File: config.mk
export PLATFORM = sky130hd
export DESIGN_NAME = arb_rr
export DESIGN_NICKNAME = d
export VERILOG_FILES = /design/src/rtl/arb_rr.sv
export SDC_FILE = /design/constraint.sdc
export NUM_CORES = 1
export LEC_CHECK = 0
export CAP_MARGIN = 20
export CORE_UTILIZATION = 55
export CTS_BUF_LIST = sky130_fd_sc_hd__clkbuf_16
export DETAILED_ROUTE_END_ITERATION = 10
export GPL_ROUTABILITY_DRIVEN = 0
export PLACE_DENSITY_LB_ADDON = 0.1
export SYNTH_ARGS = -nofsm -noshare
export SYNTH_HDL_FRONTEND = slang
export SYNTH_SLANG_ARGS = --single-unit
File: constraint.sdc
create_clock -name clk -period 13.53 [get_ports clk]
set_input_delay 2.706 -clock clk [delete_from_list [all_inputs] [get_ports clk]]
set_output_delay 2.706 -clock clk [all_outputs]
set_load 0.01 [all_outputs]
File: src/rtl/arb_rr.sv
// ---------------------------------------------------------------------------
// arb_rr -- round-robin arbiter with a registered one-hot grant and a
// valid/ready output handshake.
//
// Exactly one grant bit is set whenever gnt_valid is high, and gnt is all-zero
// otherwise. The downstream index encoder relies on this and can therefore run
// without priority resolution. A grant is held stable while gnt_ready is low.
// The priority pointer only moves when a grant is accepted.
//
// Parameters
//   W          number of requesters (>= 2, any value)
//   E          width of the internal priority pointer, $clog2(W) by default
//
// Ports
//   clk        clock; all state updates on the rising edge
//   rst        synchronous active-high reset
//   req        [W-1:0] request vector, bit i = requester i wants a grant
//   gnt_ready  downstream accepts the presented grant this cycle
//   gnt_valid  grant register holds a valid grant
//   gnt        [W-1:0] one-hot grant, zero when gnt_valid is low
//   lock       (ARB_RR_LOCK_EN only) repeat the current grant after acceptance
//              while its requester is still asking
//
// Optional feature macro: ARB_RR_LOCK_EN. When it is undefined there is no
// lock port and the arbiter is pure round-robin.
// ---------------------------------------------------------------------------
module arb_rr #(
  parameter int W = 32,
  parameter int E = $clog2(W)
) (
  input  logic         clk,
  input  logic         rst,
  input  logic [W-1:0] req,
  input  logic         gnt_ready,
`ifdef ARB_RR_LOCK_EN
  input  logic         lock,
`endif
  output logic         gnt_valid,
  output logic [W-1:0] gnt
);

  // Two-state machine encoded directly by the grant-valid flop.
  localparam logic [0:0] ST_IDLE  = 1'b0;
  localparam logic [0:0] ST_GRANT = 1'b1;

  logic [E-1:0] p_q, p_d;
  logic         gnt_valid_q, gnt_valid_d;
  logic [W-1:0] gnt_q, gnt_d;

  logic [E-1:0] gnt_idx;
  logic [E-1:0] next_idx;
  logic [E-1:0] arb_base;
  logic [W-1:0] win_oh;
  logic         win_any;
  logic         accept;
  logic         hold_burst;

  // Round-robin pick starting at 'base' and wrapping modulo W. The first
  // pass only looks at requesters at or above the base; if that finds
  // nothing, the second pass takes the lowest requester overall. Together
  // these give the wrapped scan base, base+1, ..., W-1, 0, ..., base-1
  // without needing a modulo on non-power-of-two W.
  function automatic logic [W-1:0] rr_pick(input logic [W-1:0] r,
                                           input logic [E-1:0] base);
    logic [W-1:0] pick;
    logic         found;
    pick  = '0;
    found = 1'b0;
    for (int i = 0; i < W; i++) begin
      if (!found && r[i] && (E'(i) >= base)) begin
        pick[i] = 1'b1;
        found   = 1'b1;
      end
    end
    for (int i = 0; i < W; i++) begin
      if (!found && r[i]) begin
        pick[i] = 1'b1;
        found   = 1'b1;
      end
    end
    return pick;
  endfunction

  // Encode the currently held one-hot grant back to an index, and compute
  // the index after it, wrapping W-1 back to 0. The grant is one-hot by
  // construction, so a plain OR-style scan is enough.
  always_comb begin
    gnt_idx = '0;
    for (int i = 0; i < W; i++) begin
      if (gnt_q[i]) begin
        gnt_idx = E'(i);
      end
    end
    if (gnt_idx == E'(W - 1)) begin
      next_idx = '0;
    end else begin
      next_idx = gnt_idx + E'(1);
    end
  end

  // A single arbiter serves both the idle case and the same-cycle
  // re-arbitration on accept. On accept it must already use the advanced
  // pointer, so the base is muxed here rather than waiting for p_q.
  always_comb begin
    accept   = (gnt_valid_q == ST_GRANT) && gnt_ready;
    arb_base = (gnt_valid_q == ST_GRANT) ? next_idx : p_q;
    win_oh   = rr_pick(req, arb_base);
    win_any  = |win_oh;
  end

  // A locked burst repeats the same grant only if that requester is still
  // asking; otherwise the accept falls through to normal arbitration.
  always_comb begin
`ifdef ARB_RR_LOCK_EN
    hold_burst = accept && lock && |(req & gnt_q);
`else
    hold_burst = 1'b0;
`endif
  end

  // Next-state logic. In GRANT without ready everything holds, so request
  // changes (even the granted bit dropping) are ignored until the accept.
  // In IDLE gnt_ready has no effect.
  always_comb begin
    p_d         = p_q;
    gnt_valid_d = gnt_valid_q;
    gnt_d       = gnt_q;
    if (gnt_valid_q == ST_IDLE) begin
      gnt_valid_d = win_any ? ST_GRANT : ST_IDLE;
      gnt_d       = win_oh;
    end else if (accept) begin
      if (hold_burst) begin
        gnt_d = gnt_q;
      end else begin
        p_d         = next_idx;
        gnt_valid_d = win_any ? ST_GRANT : ST_IDLE;
        gnt_d       = win_oh;
      end
    end
  end

  // State registers. Reset discards any pending grant and restarts the
  // pointer at requester 0.
  always_ff @(posedge clk) begin
    if (rst) begin
      p_q         <= '0;
      gnt_valid_q <= ST_IDLE;
      gnt_q       <= '0;
    end else begin
      p_q         <= p_d;
      gnt_valid_q <= gnt_valid_d;
      gnt_q       <= gnt_d;
    end
  end

  assign gnt_valid = gnt_valid_q;
  assign gnt       = gnt_q;

endmodule

* Word level (Yosys, flattened, before mapping)
Index checks and enable logic that the tools add are counted.
** Storage, ports and cells
- Register bits after elaboration :: 38
- Input port bits :: 35
- Output and inout bits :: 33
- Logic and storage cells :: 363
** Cells by class
- Add/subtract/negate cells :: 1
- $lt $le $gt $ge :: 32
- Equal/unequal tests :: 2
- Multiplexer cells :: 164
- Reduce and logical (&&, ||, !) cells :: 161
** Operator list (count)
- 1-bit 2-to-1 mux :: 130
- 5-bit 2-to-1 mux :: 26
- 1-bit logical AND :: 96
- 5-bit greater-or-equal comparator (first input constant) :: 16
- 32-bit 2-to-1 mux :: 2
- 1-bit zero test :: 63
- 4-bit by 5-bit greater-or-equal comparator with 1-bit output (first input constant) :: 8
- 32-bit OR reduction :: 1
- 3-bit by 5-bit greater-or-equal comparator with 1-bit output (first input constant) :: 4
- 3-bit 2-to-1 mux :: 4
- 1-bit by 5-bit greater-or-equal comparator with 1-bit output (first input constant) :: 2
- 2-bit by 5-bit greater-or-equal comparator with 1-bit output (first input constant) :: 2
- 5-bit by 1-bit adder with 5-bit output (second input constant) :: 1
- 5-bit == test (second input constant) :: 1
- 2-bit 2-to-1 mux :: 2
- 2-bit by 1-bit != test with 1-bit output (second input constant) :: 1
- 2-bit AND reduction :: 1

* Longest topological paths before layout
Gate-level depths: netlist (run 1).
- Depth in word-level cells :: 261
- Depth in mapped cells :: 26
- Depth with buffers taken out :: 24

* Worst setup path before layout (run 1)
OpenSTA, ideal clock, no wires.
- Path type :: input port to flip-flop
- From :: input req[2]
- To :: register gnt_valid_q, in the netlist gnt_valid
- Setup time :: 81 ps
- Data arrival time :: 5302 ps
- Required time :: 13449 ps
- Setup slack :: 8147 ps
- Stages :: 14
- Buffers on the path :: 0
- Cells stage by stage :: nor3_1 nand4b_1 nor3_1 nand2b_1 nor3_1 nand2b_1 nor3_1 and3_1 nand3_1 nor4b_2 nand3b_1 o31a_1 and4_1 a41oi_1
** Between the ends
- Word-level cells in the longest chain between the ends :: 219
** Ends and longest elaborated chain
- start: declaration :: RTL line 33 : input logic [W-1:0] req,
- 1-bit logical AND (2 in a row) :: RTL line 70 : if (!found && r[i] && (E'(i) >= base)) begin
- 1-bit 2-to-1 mux :: RTL line 70
- 1-bit zero test :: RTL line 70
- 1-bit logical AND (2 in a row) :: RTL line 70
- 1-bit 2-to-1 mux :: RTL line 70
- 1-bit zero test :: RTL line 70
- 1-bit logical AND (2 in a row) :: RTL line 70
- 1-bit 2-to-1 mux :: RTL line 70
- (+200 left out)
- 1-bit 2-to-1 mux :: RTL line 76 : if (!found && r[i]) begin
- 1-bit zero test :: RTL line 76
- 1-bit logical AND :: RTL line 76
- 1-bit 2-to-1 mux :: RTL line 76
- 32-bit OR reduction (*) :: RTL line 108 : win_any = |win_oh;
- 1-bit 2-to-1 mux (*) :: RTL line 129, 136
- 1-bit 2-to-1 mux :: RTL line 131 : end else if (accept) begin
- 1-bit 2-to-1 mux (*) :: RTL line 128 : if (gnt_valid_q == ST_IDLE) begin
- end signal: assignment :: RTL line 151 : gnt_valid_q <= gnt_valid_d;
- end: declaration :: RTL line 47 : logic gnt_valid_q, gnt_valid_d;
Every way passes the cells marked *; elsewhere a longest branch is shown, timed or not.
A chain may end at the register's enable or synchronous reset.

* Worst setup path in the final report (run 1)
Ends and elaborated chain as after synthesis.

==> flow_summary_export.csv, run 1 <==
group,metric,value,unit
global_route,overflow,0,
pwr,p_sw,589,uW
synthesis,synth_cell_types,73,
floorplanning,dieArea,0.00672,mm2
timing,max_slew_margin,0.308,
floorplanning,num_rows,28,
clock_tree,clkTransAtPathRegs,60,ps
clock_tree,cts_made_buffers,5,
synthesis,ys_async_sr_fraction,0,
setup_path,critPathKind,"in2reg",
timing,skew,5.94,ps
place,dp_hpwl,9.99,mm
clock_tree,numClockSinks,38,
clock_tree,clock_path_buffers,2,
drt,drc,2,
outcome,violations,"DRC",
outcome,run_status,"finished with violations",
timing,worstMarginPinSlew,1010,ps
timing,clock.fmax,154,MHz
synthesis,syn_area_per_cell,6.90,um2
clock_tree,ctsRootBufferMaster,"clkbuf_16",
setup_path,cp-end-kind,"flip-flop",
synthesis,seq_area_frac_synth,0.216,
place,portBuffers,67,
pwr,power_frac_clock,0.141,
drt,wl_per_cell,20.8,um
drt,first_pass_iters,11,
synthesis,synthesis.nets,547,
drt,wl,13.4,mm
setup_path,critPathTopFamily,"simple AND/OR/NAND/NOR gates",
clock_tree,h-tree-depth,2,
clock_tree,post-cts-setup-buffer-count,0,
timing,rsz0062_at_grt,"no",
setup_path,path_common_cell,"nor3_1",
global_route,grt_pass1_vias,4098,
pwr,power_frac_seq,0.154,
synthesis,synthFlopType,"dfxtp_1",
floorplanning,ioPinCount,68,
flow_run,cap_violations,0,
final_layout,fillCellCount,513,
pwr,p_total,1.10,mW
timing,fin_crit_sh,0.479,
setup_path,crit_fanout,7,
synthesis,syn_inst,510,
timing,period_minus_slack,6480,ps
setup_path,required,13740,ps
timing,tns,0,ps
pwr,p_int,516,uW
synthesis,yosys.area.top_type,"dfxtp_1",
global_route,grt_pass1_wl,20.8,mm
timing,hold_viol,0,
pwr,cellLeakagePower,1.55,nW
final_layout,layout-area-overhead-vs-synth,25.5,%
floorplanning,core-area,0.00606,mm2
clock_tree,insertion_delay,290,ps
hold_path,hp-class,"reg2reg",
setup_path,worstSetupStartpointType,"primary input",
drt,vias,4647,
setup_path,crit_path_max_incr_delay,570,ps
clock_tree,cts_tree,"done",
pwr,share_comb_of_total_power,0.705,
synthesis,synth_top_area_share,0.216,
floorplanning,die_w,82.0,um
drt,antenna_left,0,
drt,drtIter0Drc,542,
clock_tree,cts_resized,0,
floorplanning,start_util,0.581,
synthesis,syn_area,0.00352,mm2
global_route,grt_max_degree,39,
final_layout,nets,604,
pwr,power_density,250,mW/mm2
synthesis,yosys_warnings,0,
clock_tree,cts_hold_buffers,0,
setup_path,crit_arrival,6680,ps
pwr,peakVddDrop,0.000265,V
synthesis,synth_enable_flop_cells,0,
pwr,p_sw_frac,0.533,
setup_path,cp_cell_sequence,"clkdlybuf4s50_1 -> nor3_1 -> nand4b_1 -> nor3_1 -> nand2b_1 -> nor3_1 -> nand2b_1 -> nor3_1 -> and3_1 -> nand3_1 -> a211oi_1 -> a311oi_1 -> nand4_1 -> nor4_1 -> a41oi_1",
setup_path,slowest_stage,"a211oi_1",
final_layout,diodes,0,
final_layout,drive_gt1_frac,0.0651,
synthesis,ys_seq_elements,38,
timing,setup_viol,0,
timing,drv_slew,0,
setup_path,path_buf_inv,1,
floorplanning,die_h,82.0,um
global_route,grtUsageTotal,0.413,
global_route,antenna_found_initial,0,
synthesis,ys_top_cells_by_area,"dfxtp_1, nor2_1, nand2_1",
drt,vias_per_cell,7.23,
-- Yosys cell counts, types with 4 or more instances --
master	number
nand3_1	17
nor4_1	16
dfxtp_1	38
nand2b_1	7
a311oi_1	4
nor4b_1	4
clkbuf_1	16
o211ai_1	8
o32ai_1	5
a31oi_1	8
nor2_1	74
inv_1	18
or3_1	5
a21oi_1	32
nor3_1	22
o21ai_0	28
nand4_1	7
or4_1	7
o21a_1	6
o22ai_1	6
o31ai_1	5
nor2b_1	8
a211oi_1	16
and3_1	5
and2_1	4
nand2_1	60
a22oi_1	5
a41oi_1	4
-- cells in the final DEF, fill, tap and decap left out, types with 4 or more instances in the layout --
cell type | Yosys | final
and2_1 | 4 | 4
a211oi_1 | 16 | 16
nand2b_1 | 7 | 7
and3_1 | 5 | 5
nand4_1 | 7 | 7
inv_1 | 18 | 18
nor2_1 | 74 | 74
clkdlybuf4s50_1 | 0 | 67
a41oi_1 | 4 | 4
buf_4 | 0 | 6
a22oi_1 | 5 | 5
or4_1 | 7 | 7
o211ai_1 | 8 | 8
nor4b_1 | 4 | 4
or3_1 | 5 | 5
dfxtp_1 | 38 | 38
nor2b_1 | 8 | 8
nand2_1 | 60 | 60
o21a_1 | 6 | 6
nand3_1 | 17 | 17
o22ai_1 | 6 | 6
o21ai_0 | 28 | 28
a21oi_1 | 32 | 32
a31oi_1 | 8 | 8
nor4_1 | 16 | 16
a311oi_1 | 4 | 4
clkbuf_16 | 0 | 5
nor3_1 | 22 | 22
o31ai_1 | 5 | 5
o32ai_1 | 5 | 5
-- flip-flops by register name, summed over array words and instances, names as in the netlist --
| register | count |
|---|---|
| gnt | 32 |
| p_q | 5 |
| gnt_valid | 1 |
-- final timing paths --
check,startpoint,to,slack [ps],depth (start not counted)
worst max register to register,gnt[12],gnt_valid,7160,20
worst min-delay path,gnt[0],gnt[0],470,2
worst min register to register,gnt[0],gnt[0],470,2
worst max-delay path,req[2],gnt_valid,7050,15
-- metal layers --
layer	track usage	vias up	wire, um
met5	0	-	0
met4	0.265	0	976
met3	0.0944	109	1480
met1	0.497	2089	5010
met2	0.655	369	5900
li1	-	2080	-
-- metrics by stage --
| step | instance area [um2] | hold slack [ps] | util | cells | setup slack, ps |
|---|---|---|---|---|---|
| global placement | 4220 | 444 | 0.697 | 635 | 7120 |
| floorplan | 3520 | 450 | - | 510 | 8150 |
| CTS | 4420 | 463 | 0.729 | 643 | 7300 |
| global route | 4420 | 470 | 0.729 | 643 | 6810 |
| detailed placement | 4220 | 447 | 0.697 | 635 | 7000 |
| finish | 4420 | 466 | 0.729 | 643 | 7050 |
-- power by group through the flow --
stage	combinational [mW]	sequential, mW	clock [mW]
2_1_floorplan	0.532	0.166	0
3_3_place_gp	0.725	0.171	0
3_5_place_dp	0.737	0.171	0
4_1_cts	0.744	0.169	0.156
5_1_grt	0.826	0.174	0.161
6_report	0.779	0.170	0.155
-- cell type report --
class | instances | area [um2] | share of cell area
Clock buffer | 5 | 125 | 0.0283
Multi-Input combinational cell | 431 | 2590 | 0.585
Sequential cell | 38 | 761 | 0.172
Tap cell | 75 | 93.8 | 0.0212
Inverter | 18 | 67.6 | 0.0153
Clock inverter | 3 | 68.8 | 0.0156
Timing Repair Buffer | 73 | 716 | 0.162
-- logic make-up (layout without fill, tap and decap cells) --
logic type,count (synthesis),count (layout),share of synthesized area
adders and majority gates,2,2,0.00711
muxes,3,3,0.00889
AOI/OAI and AO/OA,169,169,0.349
buffers and inverters,41,99,0.0491
and+or+nand+nor,256,256,0.367
DFF,38,38,0.216
xor gates and xnor gates,1,1,0.00249
-- tightest hold or removal path: stages (launching register included) --
cell and delay (ps):
dfxtp_1 310, nand2_1 50, a21oi_1 50
Note: power is estimated with default switching activity, not from simulation.
==> inputs of run 2 (changes only) <==
--- a/config.mk
+++ b/config.mk
@@ -6,7 +6,7 @@
 export NUM_CORES = 1
 export LEC_CHECK = 0
 export CAP_MARGIN = 20
-export CORE_UTILIZATION = 55
+export CORE_UTILIZATION = 48
 export CTS_BUF_LIST = sky130_fd_sc_hd__clkbuf_16
 export DETAILED_ROUTE_END_ITERATION = 10
 export GPL_ROUTABILITY_DRIVEN = 0
==> constraint.sdc (replaced) <==
create_clock -name clk -period 5.4 [get_ports clk]
set_input_delay 1.08 -clock clk [delete_from_list [all_inputs] [get_ports clk]]
set_output_delay 1.08 -clock clk [all_outputs]
set_load 0.01 [all_outputs]
==> run 2 against run 1 <==
  * The run now ends clean
  * Routed wire length grew 8.2%
  * Clock skew fell by 0.99 ps
  * First-iteration DRC count increased by 7.4%
  * Cell area up 9.8%
  * Sequential power rose to 2.6 times the previous value
  * Hold slack improved by 4.1 ps
==> flow_summary_export.csv, run 2 (synthesis results as in run 1) <==
group,metric,value,unit
outcome,run_status,"finished clean",
timing,fin_crit_sh,0.975,
timing,clock.fmax,190,MHz
setup_path,required,5610,ps
pwr,cellLeakagePower,1.72,nW
global_route,antenna_found_initial,0,
flow_run,cap_violations,0,
clock_tree,h-tree-depth,2,
clock_tree,clock_path_buffers,2,
pwr,peakVddDrop,0.000281,V
pwr,power_density,619,mW/mm2
pwr,share_comb_of_total_power,0.726,
clock_tree,insertion_delay,280,ps
final_layout,final_cell_mix,"nor2_1, clkdlybuf4s50_1, nand2_1",
global_route,grt_pass1_wl,21.9,mm
setup_path,crit_fanout,7,
final_layout,finalInstanceArea,0.00485,mm2
pwr,power_frac_clock,0.129,
floorplanning,die_w,87.6,um
floorplanning,ioPinCount,68,
floorplanning,die_h,87.6,um
clock_tree,cts_tree,"done",
pwr,p_total,3.01,mW
pwr,p_sw_frac,0.516,
timing,worstMarginPinSlew,773,ps
final_layout,nets,632,
timing,rsz0062_at_grt,"yes",
timing,timing.hold.ws,470,ps
final_layout,diodes,0,
timing,skew,4.94,ps
drt,antenna_left,0,
final_layout,layout_commonest_cell,"nor2_1",
setup_path,worstSetupStartpointType,"flip-flop",
final_layout,final_cells,692,
final_layout,largest_reg_flops,32,
drt,drtIter0Drc,582,
setup_path,crit_arrival,5470,ps
clock_tree,numClockSinks,38,
global_route,grtUsageTotal,0.373,
floorplanning,core-area,0.00694,mm2
drt,vias,4787,
drt,wl,14.5,mm
pwr,p_sw,1.55,mW
setup_path,critPathKind,"reg2reg",
pwr,p_int,1.45,mW
setup_path,cp-end-kind,"flip-flop",
drt,first_pass_iters,6,
floorplanning,start_util,0.507,
global_route,grt_max_degree,39,
clock_tree,ctsRootBufferMaster,"clkbuf_16",
global_route,grt_pass1_vias,4205,
global_route,overflow,0,
hold_path,hp-class,"reg2reg",
drt,vias_per_cell,6.92,
drt,wl_per_cell,20.9,um
drt,drc,0,
final_layout,layout-area-overhead-vs-synth,37.8,%
place,place_inst,676,
pwr,power_frac_seq,0.146,
floorplanning,num_rows,30,
clock_tree,cts_made_buffers,5,
timing,hold_viol,0,
place,postPlaceCellArea,0.00440,mm2
floorplanning,dieArea,0.00768,mm2
timing,drv_slew,0,
timing,setup_viol,0,
final_layout,drive_gt1_frac,0.161,
clock_tree,clkTransAtPathRegs,60,ps
timing,max_slew_margin,0.470,
place,dp_hpwl,10.7,mm
place,portBuffers,67,
timing,period_minus_slack,5270,ps
## run 2: cell types whose count changed in the layout (fill, tap and decap cells not counted), sizes merged
cell  delta
buf     +28
## run 2: worst paths after layout
path               start  endpoint  slack, ps  depth (start not counted)
setup reg to reg  gnt[2]   gnt[16]        130                         23
setup / recovery  gnt[2]   gnt[16]        130                         23
hold / removal    gnt[0]    gnt[0]        470                          2
hold reg to reg   gnt[0]    gnt[0]        470                          2
## run 2: cell type report
| class | count | area, um2 |
|---|---|---|
| Tap cell | 96 | 120 |
| Clock inverter | 3 | 63.8 |
| Inverter | 18 | 67.6 |
| Timing Repair Buffer | 101 | 926 |
| Clock buffer | 5 | 125 |
| Multi-Input combinational cell | 431 | 2780 |
| Fill cell | 605 | 2090 |
| Sequential cell | 38 | 766 |
## run 2: layer usage
metal | global-route usage | share of wire
met1 | 0.473 | 0.38
met2 | 0.606 | 0.46
met3 | 0.0877 | 0.11
met4 | 0.156 | 0.052
met5 | 0 | 0
## run 2: power by group through the flow
stage,clock (mW),combinational [mW],sequential (mW)
finish,0.387,2.18,0.437
global route,0.402,2.32,0.445
CTS,0.383,1.95,0.424
detailed placement,0,1.94,0.431
global placement,0,1.92,0.427
floorplan,0,1.33,0.416
## run 2: stage by stage
stage,worst slack [ps],util,TNS [ps]
floorplan,431,-,0
global placement,171,0.634,0
detailed placement,76.7,0.634,0
CTS,31.2,0.661,0
global route,-77.5,0.699,-134
finish,133,0.699,0
## run 2: critical path, cell delays in order, from the launching register on
cell and delay (ps):
dfxtp_1 380, nor2_1 60, o311a_1 330, nor3_2 200
nor2_1 60, nor3_1 170, nor3_1 70, o31ai_1 310
ha_2 280, and3_4 190, ha_4 140, nand2_1 90
or4_4 480, a31oi_2 260, nand3_2 160, buf_4 180
o21ai_2 160, nor4b_4 340, nand2_2 120, buf_4 190
o32a_1 340, o32a_1 190, or3_4 330, a21oi_1 140
## run 2: what timing repair did
item | 4_1_cts | 5_1_grt
setup endpoints to repair | 0 | 27
resized for setup | 0 | 40
buffers inserted | 0 | 8
hold buffers | 0 | 0
==> inputs of run 3 (changes only) <==
--- a/config.mk
+++ b/config.mk
@@ -11,6 +11,7 @@
 export DETAILED_ROUTE_END_ITERATION = 10
 export GPL_ROUTABILITY_DRIVEN = 0
 export PLACE_DENSITY_LB_ADDON = 0.1
+export SKIP_LAST_GASP = 1
 export SYNTH_ARGS = -nofsm -noshare
 export SYNTH_HDL_FRONTEND = slang
 export SYNTH_SLANG_ARGS = --single-unit
==> run 3 against run 2 <==
  * Via count fell by 1.3%
  * Sequential power barely moved
  * Critical path depth did not move
  * Cell count did not move
  * First-iteration DRC count rose by 10%
  * Non-clock buffer count did not move
  * Critical path type unchanged
  * Largest power group unchanged
  * Highest routed layer unchanged
==> flow_summary_export.csv, run 3 (synthesis results as in run 1) <==
group,metric,value,unit
global_route,antenna_found_initial,0,
floorplanning,die_h,87.6,um
final_layout,diodes,0,
final_layout,fillCellCount,601,
drt,drc,0,
clock_tree,numClockSinks,38,
drt,drtIter0Drc,640,
final_layout,seqCellArea,766,um2
setup_path,crit_path_max_incr_delay,480,ps
clock_tree,clock_path_buffers,2,
hold_path,hold_path_end,"gnt[0]",
floorplanning,core-area,0.00694,mm2
final_layout,nets,632,
clock_tree,cts_tree,"done",
outcome,run_status,"finished clean",
final_layout,utilization,0.698,
hold_path,hold_path_depth,2,
pwr,power_density,618,mW/mm2
final_layout,layout_commonest_cell,"nor2_1",
flow_run,cap_violations,0,
setup_path,worstReg2RegEnd,"gnt[16]",
clock_tree,cts_made_buffers,5,
pwr,cellLeakagePower,1.71,nW
setup_path,crit_fanout,7,
setup_path,worst_r2r_path_depth,23,
timing,period_minus_slack,5270,ps
global_route,grt_pass1_wl,21.9,mm
timing,skew,8.72,ps
setup_path,r2r-start,"gnt[2]",
timing,hold_viol,0,
final_layout,multi_input_area,0.00278,mm2
setup_path,crit_arrival,5470,ps
global_route,overflow,0,
final_layout,layout-area-overhead-vs-synth,37.6,%
clock_tree,cts_hold_buffers,0,
drt,wl,14.4,mm
global_route,grt_pass1_vias,4205,
hold_path,hold_start,"gnt[0]",
floorplanning,die_w,87.6,um
final_layout,largest_reg_flops,32,
setup_path,required,5610,ps
timing,max_slew_margin,0.480,
setup_path,slowest_stage,"or4_4",
setup_path,r2r_setup_slack,130,ps
drt,antenna_left,0,
timing,drv_slew,0,
pwr,p_total,2.99,mW
final_layout,drive_gt1_frac,0.159,
drt,top_layer_used,"met4",
timing,clock.fmax,190,MHz
drt,first_pass_iters,7,
setup_path,cp_cell_sequence,"nor2_1 -> o311a_1 -> nor3_2 -> nor2_1 -> nor3_1 -> nor3_1 -> o31ai_1 -> ha_2 -> and3_4 -> ha_4 -> nand2_1 -> or4_4 -> a31oi_2 -> nand3_2 -> buf_4 -> o21ai_2 -> nor4b_4 -> nand2_2 -> buf_4 -> o32a_1 -> o32a_1 -> or3_4 -> a21oi_1",
place,portBuffers,67,
global_route,grt_max_degree,39,
setup_path,critPathKind,"reg2reg",
setup_path,cp-end-kind,"flip-flop",
drt,wl_per_cell,20.8,um
timing,worstMarginPinSlew,758,ps
final_layout,finalInstanceArea,0.00484,mm2
timing,timing.hold.ws,473,ps
place,postPlaceCellArea,0.00440,mm2
timing,fin_crit_sh,0.976,
pwr,peakVddDrop,0.000283,V
drt,met2_length,6.60,mm
hold_path,hp-class,"reg2reg",
clock_tree,insertion_delay,290,ps
clock_tree,clkTransAtPathRegs,60,ps
final_layout,final_cell_mix,"nor2_1, clkdlybuf4s50_1, nand2_1",
timing,rsz0062_at_grt,"yes",
global_route,grtUsageTotal,0.373,
drt,wl_met1,5.51,mm
floorplanning,dieArea,0.00768,mm2
clock_tree,ctsRootBufferMaster,"clkbuf_16",
drt,vias,4725,
drt,routed-wl-met3,1.57,mm
place,place_inst,676,
floorplanning,ioPinCount,68,
final_layout,final_cells,692,
clock_tree,h-tree-depth,2,
place,dp_hpwl,10.7,mm
floorplanning,start_util,0.507,
setup_path,worstSetupStartpointType,"flip-flop",
drt,vias_per_cell,6.83,
floorplanning,num_rows,30,
timing,setup_viol,0,
[run 3: cell counts in the layout (fill, tap and decap cells not counted)]
Identical to the previous run, type by type.
[run 3: where the power goes]
group / leakage, nW / total (mW) / internal, mW / switching, mW
clock network: 0.0915 / 0.383 / 0.263 / 0.120
registers: 0.311 / 0.437 / 0.341 / 0.0959
logic: 1.31 / 2.17 / 0.843 / 1.33
[run 3: how the worst max path moves through the flow]
stage                 start        end  slack [ps]  depth (start not counted)
floorplan           gnt[12]  gnt_valid         430                         23
global placement    gnt[11]  gnt_valid         170                         22
CTS                 gnt[11]    gnt[16]          30                         22
finish               gnt[2]    gnt[16]         130                         23
global route        gnt[21]    gnt[16]         -80                         23
detailed placement  gnt[11]  gnt_valid          80                         23
[run 3: final cells by class]
type                            count  share of cell area
Timing Repair Buffer              101               0.191
Sequential cell                    38               0.158
Clock buffer                        5              0.0258
Clock inverter                      3              0.0132
Multi-Input combinational cell    431               0.573
Inverter                           18              0.0139
Tap cell                           96              0.0248
[run 3: what timing repair did]
item,4_1_cts,5_1_grt
endpoints found under the setup margin,0,27
gates resized for setup,0,39
setup buffers,0,8
[run 3: per-layer routing]
layer  global-route usage  vias to the layer above
met5                    0                        -
met1                0.473                     2171
met2                0.606                      341
met4                0.156                        0
met3               0.0877                       89
li1                     -                     2124
[run 3: stage by stage]
step | worst slack (ps) | TNS [ps]
floorplan | 431 | 0
global placement | 171 | 0
detailed placement | 76.7 | 0
CTS | 31.2 | 0
global route | -77.5 | -133
finish | 132 | 0
[run 3: critical path, delay by kind of cell, from the launching register on]
kind | cells | cell delay, ps
AO/OA/AOI/OAI | 7 | 1730
buffers and inverters | 2 | 370
flip-flops | 1 | 380
AND/OR/NAND/NOR | 12 | 2290
adder cells (fa/ha/maj) | 2 | 410
